`src/rtl/alu_pkg.sv`:
```
// Shared encodings for the ALU issue controller: ALUcontrol codes, R-type funct
// codes, aluop codes, FSM state type and the decode result bundle.
package alu_pkg;

    localparam logic [3:0] ALU_ADD  = 4'b0010;
    localparam logic [3:0] ALU_SUB  = 4'b0110;
    localparam logic [3:0] ALU_AND  = 4'b0000;
    localparam logic [3:0] ALU_OR   = 4'b0001;
    localparam logic [3:0] ALU_NOR  = 4'b0011;
    localparam logic [3:0] ALU_SLL  = 4'b1001;
    localparam logic [3:0] ALU_HOLD = 4'b1111;

    localparam logic [5:0] FUNCT_ADD = 6'b100000;
    localparam logic [5:0] FUNCT_SUB = 6'b100010;
    localparam logic [5:0] FUNCT_AND = 6'b100100;
    localparam logic [5:0] FUNCT_OR  = 6'b100101;
    localparam logic [5:0] FUNCT_NOR = 6'b100111;
    localparam logic [5:0] FUNCT_SLL = 6'b000000;
    localparam logic [5:0] FUNCT_SLT = 6'b101010;

    localparam logic [1:0] ALUOP_ADD   = 2'b00;
    localparam logic [1:0] ALUOP_SUB   = 2'b01;
    localparam logic [1:0] ALUOP_FUNCT = 2'b10;
    localparam logic [1:0] ALUOP_ILL   = 2'b11;

    typedef enum logic [1:0] {
        S_IDLE  = 2'b00,
        S_ISSUE = 2'b01,
        S_WAIT  = 2'b10,
        S_RESP  = 2'b11
    } state_t;

    typedef struct packed {
        logic [3:0] ctrl;
        logic       is_slt;
        logic       illegal;
    } decode_t;

endpackage

```
`src/rtl/alu_issue_ctrl_if.sv`:
```
// Request/response channels between the decode/issue stage (master) and the
// ALU issue controller (slave).
interface alu_issue_ctrl_if #(
    parameter int TAG_W = 4
);
    logic             req_valid;
    logic             req_ready;
    logic [1:0]       req_aluop;
    logic [5:0]       req_funct;
    logic [31:0]      req_opa;
    logic [31:0]      req_opb;
    logic [TAG_W-1:0] req_tag;
    logic             rsp_valid;
    logic             rsp_ready;
    logic [31:0]      rsp_result;
    logic             rsp_zero;
    logic             rsp_err;
    logic [TAG_W-1:0] rsp_tag;

    modport master (
        output req_valid, req_aluop, req_funct, req_opa, req_opb, req_tag, rsp_ready,
        input  req_ready, rsp_valid, rsp_result, rsp_zero, rsp_err, rsp_tag
    );

    modport slave (
        input  req_valid, req_aluop, req_funct, req_opa, req_opb, req_tag, rsp_ready,
        output req_ready, rsp_valid, rsp_result, rsp_zero, rsp_err, rsp_tag
    );
endinterface

```
`src/rtl/alu_ctrl_decode.sv`:
```
// Combinational aluop/funct decode to ALUcontrol code, slt marker and illegal flag.
// Optional feature macro: ALU_ISSUE_SLT_EN (makes funct 101010 legal as slt).
module alu_ctrl_decode
    import alu_pkg::*;
(
    input  logic [1:0] aluop,
    input  logic [5:0] funct,
    output decode_t    dec
);

    // aluop/funct lookup; anything unlisted is illegal and leaves the ALU on hold
    always_comb begin
        dec.ctrl    = ALU_HOLD;
        dec.is_slt  = 1'b0;
        dec.illegal = 1'b1;
        case (aluop)
            ALUOP_ADD: begin
                dec.ctrl    = ALU_ADD;
                dec.illegal = 1'b0;
            end
            ALUOP_SUB: begin
                dec.ctrl    = ALU_SUB;
                dec.illegal = 1'b0;
            end
            ALUOP_FUNCT: begin
                case (funct)
                    FUNCT_ADD: begin dec.ctrl = ALU_ADD; dec.illegal = 1'b0; end
                    FUNCT_SUB: begin dec.ctrl = ALU_SUB; dec.illegal = 1'b0; end
                    FUNCT_AND: begin dec.ctrl = ALU_AND; dec.illegal = 1'b0; end
                    FUNCT_OR:  begin dec.ctrl = ALU_OR;  dec.illegal = 1'b0; end
                    FUNCT_NOR: begin dec.ctrl = ALU_NOR; dec.illegal = 1'b0; end
                    FUNCT_SLL: begin dec.ctrl = ALU_SLL; dec.illegal = 1'b0; end
`ifdef ALU_ISSUE_SLT_EN
                    // slt rides on the ALU subtractor; the sign fix-up happens at capture
                    FUNCT_SLT: begin
                        dec.ctrl    = ALU_SUB;
                        dec.is_slt  = 1'b1;
                        dec.illegal = 1'b0;
                    end
`else
                    FUNCT_SLT: begin
                        dec.ctrl    = ALU_HOLD;
                        dec.illegal = 1'b1;
                    end
`endif
                    default: begin
                        dec.ctrl    = ALU_HOLD;
                        dec.illegal = 1'b1;
                    end
                endcase
            end
            default: begin
                dec.ctrl    = ALU_HOLD;
                dec.illegal = 1'b1;
            end
        endcase
    end

endmodule

```
`src/rtl/alu_issue_ctrl.sv`:
```
// ALU issue controller: accepts one request, drives the ALU, waits ALU_LAT cycles,
// returns the sampled result. Optional feature macro: ALU_ISSUE_SLT_EN.
module alu_issue_ctrl
    import alu_pkg::*;
#(
    parameter int ALU_LAT = 2,
    parameter int TAG_W   = 4
) (
    input  logic              clk,
    input  logic              rst_n,
    alu_issue_ctrl_if.slave   bus,
    output logic [3:0]        alu_ctrl,
    output logic [31:0]       alu_op1,
    output logic [31:0]       alu_op2,
    input  logic [31:0]       alu_out,
    input  logic              alu_zero
);

    state_t           state_r;
    state_t           state_nxt_s;
    decode_t          dec_s;
    logic             accept_s;
    logic             capture_s;
    logic             rsp_hs_s;
    logic [3:0]       cnt_r;
    logic             is_slt_r;
    logic             req_ready_r;
    logic             rsp_valid_r;
    logic [31:0]      rsp_result_r;
    logic             rsp_zero_r;
    logic             rsp_err_r;
    logic [TAG_W-1:0] rsp_tag_r;
    logic [3:0]       alu_ctrl_r;
    logic [31:0]      alu_op1_r;
    logic [31:0]      alu_op2_r;
    logic             slt_bit_s;
    logic [31:0]      cap_result_s;
    logic             cap_zero_s;

    alu_ctrl_decode u_decode (
        .aluop (bus.req_aluop),
        .funct (bus.req_funct),
        .dec   (dec_s)
    );

    assign accept_s  = (state_r == S_IDLE) && bus.req_valid && req_ready_r;
    assign capture_s = (state_r == S_WAIT) && (cnt_r == 4'd0);
    assign rsp_hs_s  = (state_r == S_RESP) && bus.rsp_ready;

    // Value to latch at capture: raw ALU output, or slt built from the subtract sign
    always_comb begin
        slt_bit_s = (alu_op1_r[31] ^ alu_op2_r[31]) ? alu_op1_r[31] : alu_out[31];
        if (is_slt_r) begin
            cap_result_s = {31'd0, slt_bit_s};
            cap_zero_s   = ~slt_bit_s;
        end else begin
            cap_result_s = alu_out;
            cap_zero_s   = alu_zero;
        end
    end

    // FSM state register
    always_ff @(posedge clk or negedge rst_n) begin
        if (!rst_n) begin
            state_r <= S_IDLE;
        end else begin
            state_r <= state_nxt_s;
        end
    end

    // FSM next-state; illegal requests skip the ALU and go straight to RESP
    always_comb begin
        state_nxt_s = state_r;
        case (state_r)
            S_IDLE: begin
                if (accept_s) begin
                    state_nxt_s = dec_s.illegal ? S_RESP : S_ISSUE;
                end else begin
                    state_nxt_s = S_IDLE;
                end
            end
            S_ISSUE: state_nxt_s = S_WAIT;
            S_WAIT: begin
                if (capture_s) begin
                    state_nxt_s = S_RESP;
                end else begin
                    state_nxt_s = S_WAIT;
                end
            end
            S_RESP: begin
                if (rsp_hs_s) begin
                    state_nxt_s = S_IDLE;
                end else begin
                    state_nxt_s = S_RESP;
                end
            end
            default: state_nxt_s = S_IDLE;
        endcase
    end

    // Datapath: capture request, count ALU settle time, hold response until taken
    always_ff @(posedge clk or negedge rst_n) begin
        if (!rst_n) begin
            cnt_r        <= 4'd0;
            is_slt_r     <= 1'b0;
            req_ready_r  <= 1'b1;
            rsp_valid_r  <= 1'b0;
            rsp_result_r <= 32'd0;
            rsp_zero_r   <= 1'b0;
            rsp_err_r    <= 1'b0;
            rsp_tag_r    <= '0;
            alu_ctrl_r   <= ALU_HOLD;
            alu_op1_r    <= 32'd0;
            alu_op2_r    <= 32'd0;
        end else begin
            case (state_r)
                S_IDLE: begin
                    if (accept_s) begin
                        req_ready_r <= 1'b0;
                        rsp_tag_r   <= bus.req_tag;
                        if (dec_s.illegal) begin
                            rsp_valid_r  <= 1'b1;
                            rsp_err_r    <= 1'b1;
                            rsp_result_r <= 32'd0;
                            rsp_zero_r   <= 1'b0;
                        end else begin
                            rsp_err_r  <= 1'b0;
                            alu_ctrl_r <= dec_s.ctrl;
                            alu_op1_r  <= bus.req_opa;
                            alu_op2_r  <= bus.req_opb;
                            is_slt_r   <= dec_s.is_slt;
                            cnt_r      <= 4'(ALU_LAT);
                        end
                    end
                end
                S_ISSUE, S_WAIT: begin
                    if (capture_s) begin
                        rsp_valid_r  <= 1'b1;
                        rsp_result_r <= cap_result_s;
                        rsp_zero_r   <= cap_zero_s;
                    end else begin
                        cnt_r <= cnt_r - 4'd1;
                    end
                end
                S_RESP: begin
                    if (rsp_hs_s) begin
                        rsp_valid_r <= 1'b0;
                        alu_ctrl_r  <= ALU_HOLD;
                        req_ready_r <= 1'b1;
                    end
                end
                default: begin
                    req_ready_r <= 1'b1;
                    rsp_valid_r <= 1'b0;
                    alu_ctrl_r  <= ALU_HOLD;
                end
            endcase
        end
    end

    assign bus.req_ready  = req_ready_r;
    assign bus.rsp_valid  = rsp_valid_r;
    assign bus.rsp_result = rsp_result_r;
    assign bus.rsp_zero   = rsp_zero_r;
    assign bus.rsp_err    = rsp_err_r;
    assign bus.rsp_tag    = rsp_tag_r;
    assign alu_ctrl       = alu_ctrl_r;
    assign alu_op1        = alu_op1_r;
    assign alu_op2        = alu_op2_r;

endmodule

```
`src/flat_wrapper.sv`:
```
// flat-port wrapper written by rule: the top's interface ports become plain ports
module alu_issue_ctrl_flat import alu_pkg::*;
#(
    parameter int ALU_LAT = 2,
    parameter int TAG_W   = 4
)
  (clk, rst_n, alu_ctrl, alu_op1, alu_op2, alu_out, alu_zero, bus_req_valid, bus_req_aluop, bus_req_funct, bus_req_opa, bus_req_opb, bus_req_tag, bus_rsp_ready, bus_req_ready, bus_rsp_valid, bus_rsp_result, bus_rsp_zero, bus_rsp_err, bus_rsp_tag);
  alu_issue_ctrl_if #(.TAG_W(TAG_W)) bus_i ();
  input  logic clk;
  input  logic rst_n;
  output logic [3:0] alu_ctrl;
  output logic [31:0] alu_op1;
  output logic [31:0] alu_op2;
  input  logic [31:0] alu_out;
  input  logic alu_zero;
  input wire logic [$bits(bus_i.req_valid)-1:0] bus_req_valid;
  input wire logic [$bits(bus_i.req_aluop)-1:0] bus_req_aluop;
  input wire logic [$bits(bus_i.req_funct)-1:0] bus_req_funct;
  input wire logic [$bits(bus_i.req_opa)-1:0] bus_req_opa;
  input wire logic [$bits(bus_i.req_opb)-1:0] bus_req_opb;
  input wire logic [$bits(bus_i.req_tag)-1:0] bus_req_tag;
  input wire logic [$bits(bus_i.rsp_ready)-1:0] bus_rsp_ready;
  output wire logic [$bits(bus_i.req_ready)-1:0] bus_req_ready;
  output wire logic [$bits(bus_i.rsp_valid)-1:0] bus_rsp_valid;
  output wire logic [$bits(bus_i.rsp_result)-1:0] bus_rsp_result;
  output wire logic [$bits(bus_i.rsp_zero)-1:0] bus_rsp_zero;
  output wire logic [$bits(bus_i.rsp_err)-1:0] bus_rsp_err;
  output wire logic [$bits(bus_i.rsp_tag)-1:0] bus_rsp_tag;
  assign bus_i.req_valid = bus_req_valid;
  assign bus_i.req_aluop = bus_req_aluop;
  assign bus_i.req_funct = bus_req_funct;
  assign bus_i.req_opa = bus_req_opa;
  assign bus_i.req_opb = bus_req_opb;
  assign bus_i.req_tag = bus_req_tag;
  assign bus_i.rsp_ready = bus_rsp_ready;
  assign bus_req_ready = bus_i.req_ready;
  assign bus_rsp_valid = bus_i.rsp_valid;
  assign bus_rsp_result = bus_i.rsp_result;
  assign bus_rsp_zero = bus_i.rsp_zero;
  assign bus_rsp_err = bus_i.rsp_err;
  assign bus_rsp_tag = bus_i.rsp_tag;
  alu_issue_ctrl #(.ALU_LAT(ALU_LAT), .TAG_W(TAG_W)) u_core (.clk(clk), .rst_n(rst_n), .bus(bus_i), .alu_ctrl(alu_ctrl), .alu_op1(alu_op1), .alu_op2(alu_op2), .alu_out(alu_out), .alu_zero(alu_zero));
endmodule
```
`config.mk`:
```
export PLATFORM = sky130hd
export DESIGN_NAME = alu_issue_ctrl_flat
export DESIGN_NICKNAME = d
export VERILOG_FILES = /design/src/rtl/alu_pkg.sv /design/src/rtl/alu_issue_ctrl_if.sv /design/src/rtl/alu_ctrl_decode.sv /design/src/rtl/alu_issue_ctrl.sv /design/src/flat_wrapper.sv
export SDC_FILE = /design/constraint.sdc
export NUM_CORES = 1
export LEC_CHECK = 0
export CORE_MARGIN = 3
export CORE_UTILIZATION = 41
export DETAILED_ROUTE_END_ITERATION = 7
export GPL_TIMING_DRIVEN = 0
export PLACE_DENSITY_LB_ADDON = 0.1
export SLEW_MARGIN = 20
export SYNTH_ARGS = -nofsm -noshare
export SYNTH_HDL_FRONTEND = slang
export SYNTH_SLANG_ARGS = --single-unit
```
`constraint.sdc`:
```
create_clock -name clk -period 2.5 [get_ports clk]
set_input_delay 0.5 -clock clk [delete_from_list [all_inputs] [get_ports clk]]
set_output_delay 0.5 -clock clk [all_outputs]
set_load 0.005 [all_outputs]
```
==> results.ini <==
[finish]
nFillCells=803
diodes=0
area_growth_pct=65.93
drive_gt1_share_pct=20.28
nNetsFinal=684
final_area_um2=7605

[hold_path]
hold_class=in -> reg
min_from=bus_req_aluop[1]
min_path_cells=3
whs_endpoint=u_core.alu_ctrl[2]$_DFFE_PN1P_

[routing]
routed-via-count=3610
wl_per_cell_um=18.15
route.met2.wl_um=6198
viasPerCell=5.063
route.met3.wl_um=1310
drt-initial-drc-count=144
dr.pass1.iters=4
wl_met1_um=5237
drcViolationCount=0
finalWirelength_um=12940
top_layer=met4
ant_nets=0

[critical_path]
reg2reg_slack_ps=90
cp_top_family=buffers and inverters
crit_fanout=10
crit_buf_inv=3
end_kind=flop
crit_type=reg -> reg
worst-r2r-cell-count=8
worstReg2RegStart=u_core.state_r[0]$_DFF_PN0_
crit_chain=inv_1 > ha_1 > and3_1 > clkbuf_1 > o211a_1 > o211a_1 > clkbuf_1 > a22o_1
worst_path_max_delay_cell=dfrtp_1
rr_endpoint=u_core.bus.rsp_result[5]$_DFFE_PN0P_
cp.required_ps=2940
arrival_ps=2850
max_stage_delay_ps=400
worstSetupStartpointType=flop

[synthesis]
ys_warn_count=0
synth_area_um2=4583
ys_types=42
ys.flop_type=dfrtp_1
synthAdderAreaFrac_pct=1.638
async_flop_share_pct=100.0
syn_nets=444
synth_cells=325
synth_edf_count=0
synth-compound-area-share_pct=12.59
ys_ff_latch=114
synth-simple-area-share_pct=4.941
synth_xor_area_share_pct=0
synth_top_family_by_area=multiplexers
seq_area_frac_synth_pct=62.38
syn_area_per_cell_um2=14.10
synthMuxAreaShare_pct=15.72

[power]
irDropWorstVdd_v=0.0003711
total_power_uw=4594
p_per_area_nw_per_um2=604.0
cellLeakagePower_uw=0.003463

[placement]
place_congestion=0.7916
dp_slack_ps=-491.0
placement.io_buffers=219
hpwlAfterDp_um=9634
postPlaceCellArea_um2=6974

[clocking]
cts_buffers=17
cts_tree=done
cts-htree-levels=4
clock_latency_ps=510
cts_sinks=114
clock_path_buffers=2
clockRootBuffer=clkbuf_8
post_cts_buffers=0
path_clk_slew_ps=50

[sta]
period_share_pct=96.37
fin_worst_skew_ps=4.516
rsz0062_at_grt=true
finalWorstPathRequiredPeriod_ps=2409
hold_viol=0
slew_headroom_pct=66.72
worst_pin_slew_ps=499.2
slew_violations=0
setup_ws_ps=90.75
clock.fmax_mhz=415.1
setup_violations=0

[global_routing]
track_usage_pct=21.29
antenna_found_initial=0
grt_max_degree=63
grt_first_pass_wirelength_um=20980
grt-ovfl-total=0
grt_pass1_vias=3959

[floorplanning]
coreArea_um2=10600
start_util_pct=43.23
die_x_um=111.7
rows=37
io_pins=221
die_area_um2=12480
die-height_um=111.7

[job]
cap_violations=0

[run_status]
status=finished clean

per-stage QoR:
stage                     TNS (ps)  hold slack [ps]  instances  utilization, %
final                            0            437.1        713           71.73
after global routing         -2350            429.5        713           71.73
after CTS                        0            398.1        713           71.70
after detailed placement    -30030            467.1        681           65.79
after global placement     -412410            462.8        680           65.51
after floorplan                  0            204.4        325               -
state kept, by name, indices dropped and copies added, names as in the netlist:
register and cells:
u_core.bus.rsp_zero 1, u_core.alu_op1 32, u_core.alu_op2 32, u_core.bus.rsp_result 32, u_core.bus.req_ready 1, u_core.cnt_r 4, u_core.bus.rsp_tag 4, u_core.bus.rsp_valid 1
u_core.alu_ctrl 4, u_core.bus.rsp_err 1, u_core.state_r 2
worst reg2reg max path, delay by kind of cell, from the launching register on:
kind,cells,cell delay (ps)
adders and majority gates,1,240
and+or+nand+nor,1,170
DFF,1,400
buffers and inverters,3,770
AOI/OAI and AO/OA,3,760
report_power, final:
| part | internal, µW | switching (µW) | total [µW] |
|---|---|---|---|
| Combinational | 164 | 76.1 | 240 |
| Sequential | 1850 | 0 | 1850 |
| Clock | 1690 | 817 | 2510 |
layout make-up:
class / instances / area (µm²) / area share [%]
sequential: 114 / 2859 / 37.59
multi-input combinational: 184 / 1599 / 21.03
inverter: 9 / 33.78 / 0.4442
tap: 136 / 170.2 / 2.238
timing repair buffer: 221 / 2231 / 29.34
clock buffer: 22 / 462.9 / 6.088
buffer: 18 / 95.09 / 1.250
clock inverter: 9 / 153.9 / 2.024
routing by layer:
layer | global-route usage (%) | vias to the layer above
met2 | 34.93 | 165
met4 | 6.813 | 0
met5 | 0 | -
li1 | - | 1668
met3 | 9.348 | 19
met1 | 25.24 | 1758
kinds of logic (layout without fill, tap and decap cells):
logic type,count (synthesis),count (layout)
adders and majority gates,6,6
buffers and inverters,27,279
muxes,64,64
AOI/OAI and AO/OA,68,68
and+or+nand+nor,46,46
DFF,114,114
worst max-delay path by stage:
stage	slack, ps	depth (start not counted)	end	start
after floorplan	310	6	u_core.alu_op2[10]$_DFFE_PN0P_	bus_req_aluop[0]
after global placement	-3440	1	u_core.alu_op2[13]$_DFFE_PN0P_	rst_n
after detailed placement	-490	7	u_core.alu_op2[19]$_DFFE_PN0P_	bus_req_aluop[0]
after CTS	50	7	u_core.alu_op2[19]$_DFFE_PN0P_	bus_req_aluop[0]
after global routing	-100	8	u_core.bus.rsp_result[4]$_DFFE_PN0P_	u_core.state_r[0]$_DFF_PN0_
final	90	8	u_core.bus.rsp_result[5]$_DFFE_PN0P_	u_core.state_r[0]$_DFF_PN0_
synthesized netlist by cell type, types with 3 or more instances:
cell type / instances / share of area, %
nor2_1: 9 / 0.74
ha_1: 6 / 1.6
buf_2: 7 / 0.76
a22o_1: 33 / 6.3
nor3_1: 5 / 0.55
and3_1: 3 / 0.41
a211o_1: 3 / 0.57
inv_1: 9 / 0.74
a2111oi_0: 3 / 0.57
dfrtp_1: 109 / 60
dfstp_2: 5 / 2.9
nand2_1: 18 / 1.5
a21oi_1: 4 / 0.44
clkbuf_1: 8 / 0.66
mux2_2: 64 / 16
o21ai_0: 7 / 0.76
cell usage in the layout, fill, tap and decap left out, drive strengths merged, types with 3 or more instances in the layout:
cell type | netlist | routed
clkdlybuf4s50 | 0 | 218
clkinv | 0 | 3
and3 | 3 | 3
a211oi | 3 | 3
nor3 | 5 | 5
inv | 9 | 9
a21oi | 4 | 4
buf | 10 | 12
nand2 | 18 | 18
dfstp | 5 | 5
o21ai | 8 | 8
a22o | 33 | 33
dfrtp | 109 | 109
bufinv | 0 | 4
mux2 | 64 | 64
nor2 | 9 | 9
a211o | 3 | 3
a2111oi | 3 | 3
ha | 6 | 6
clkbuf | 8 | 30
repair_timing:
action | in CTS | in global routing
gates resized for setup | 0 | 1
hold endpoints to repair | 48 | 0
endpoints found under the setup margin | 0 | 34
hold buffers | 1 | 0
Note: power is estimated with default switching activity, not from simulation.
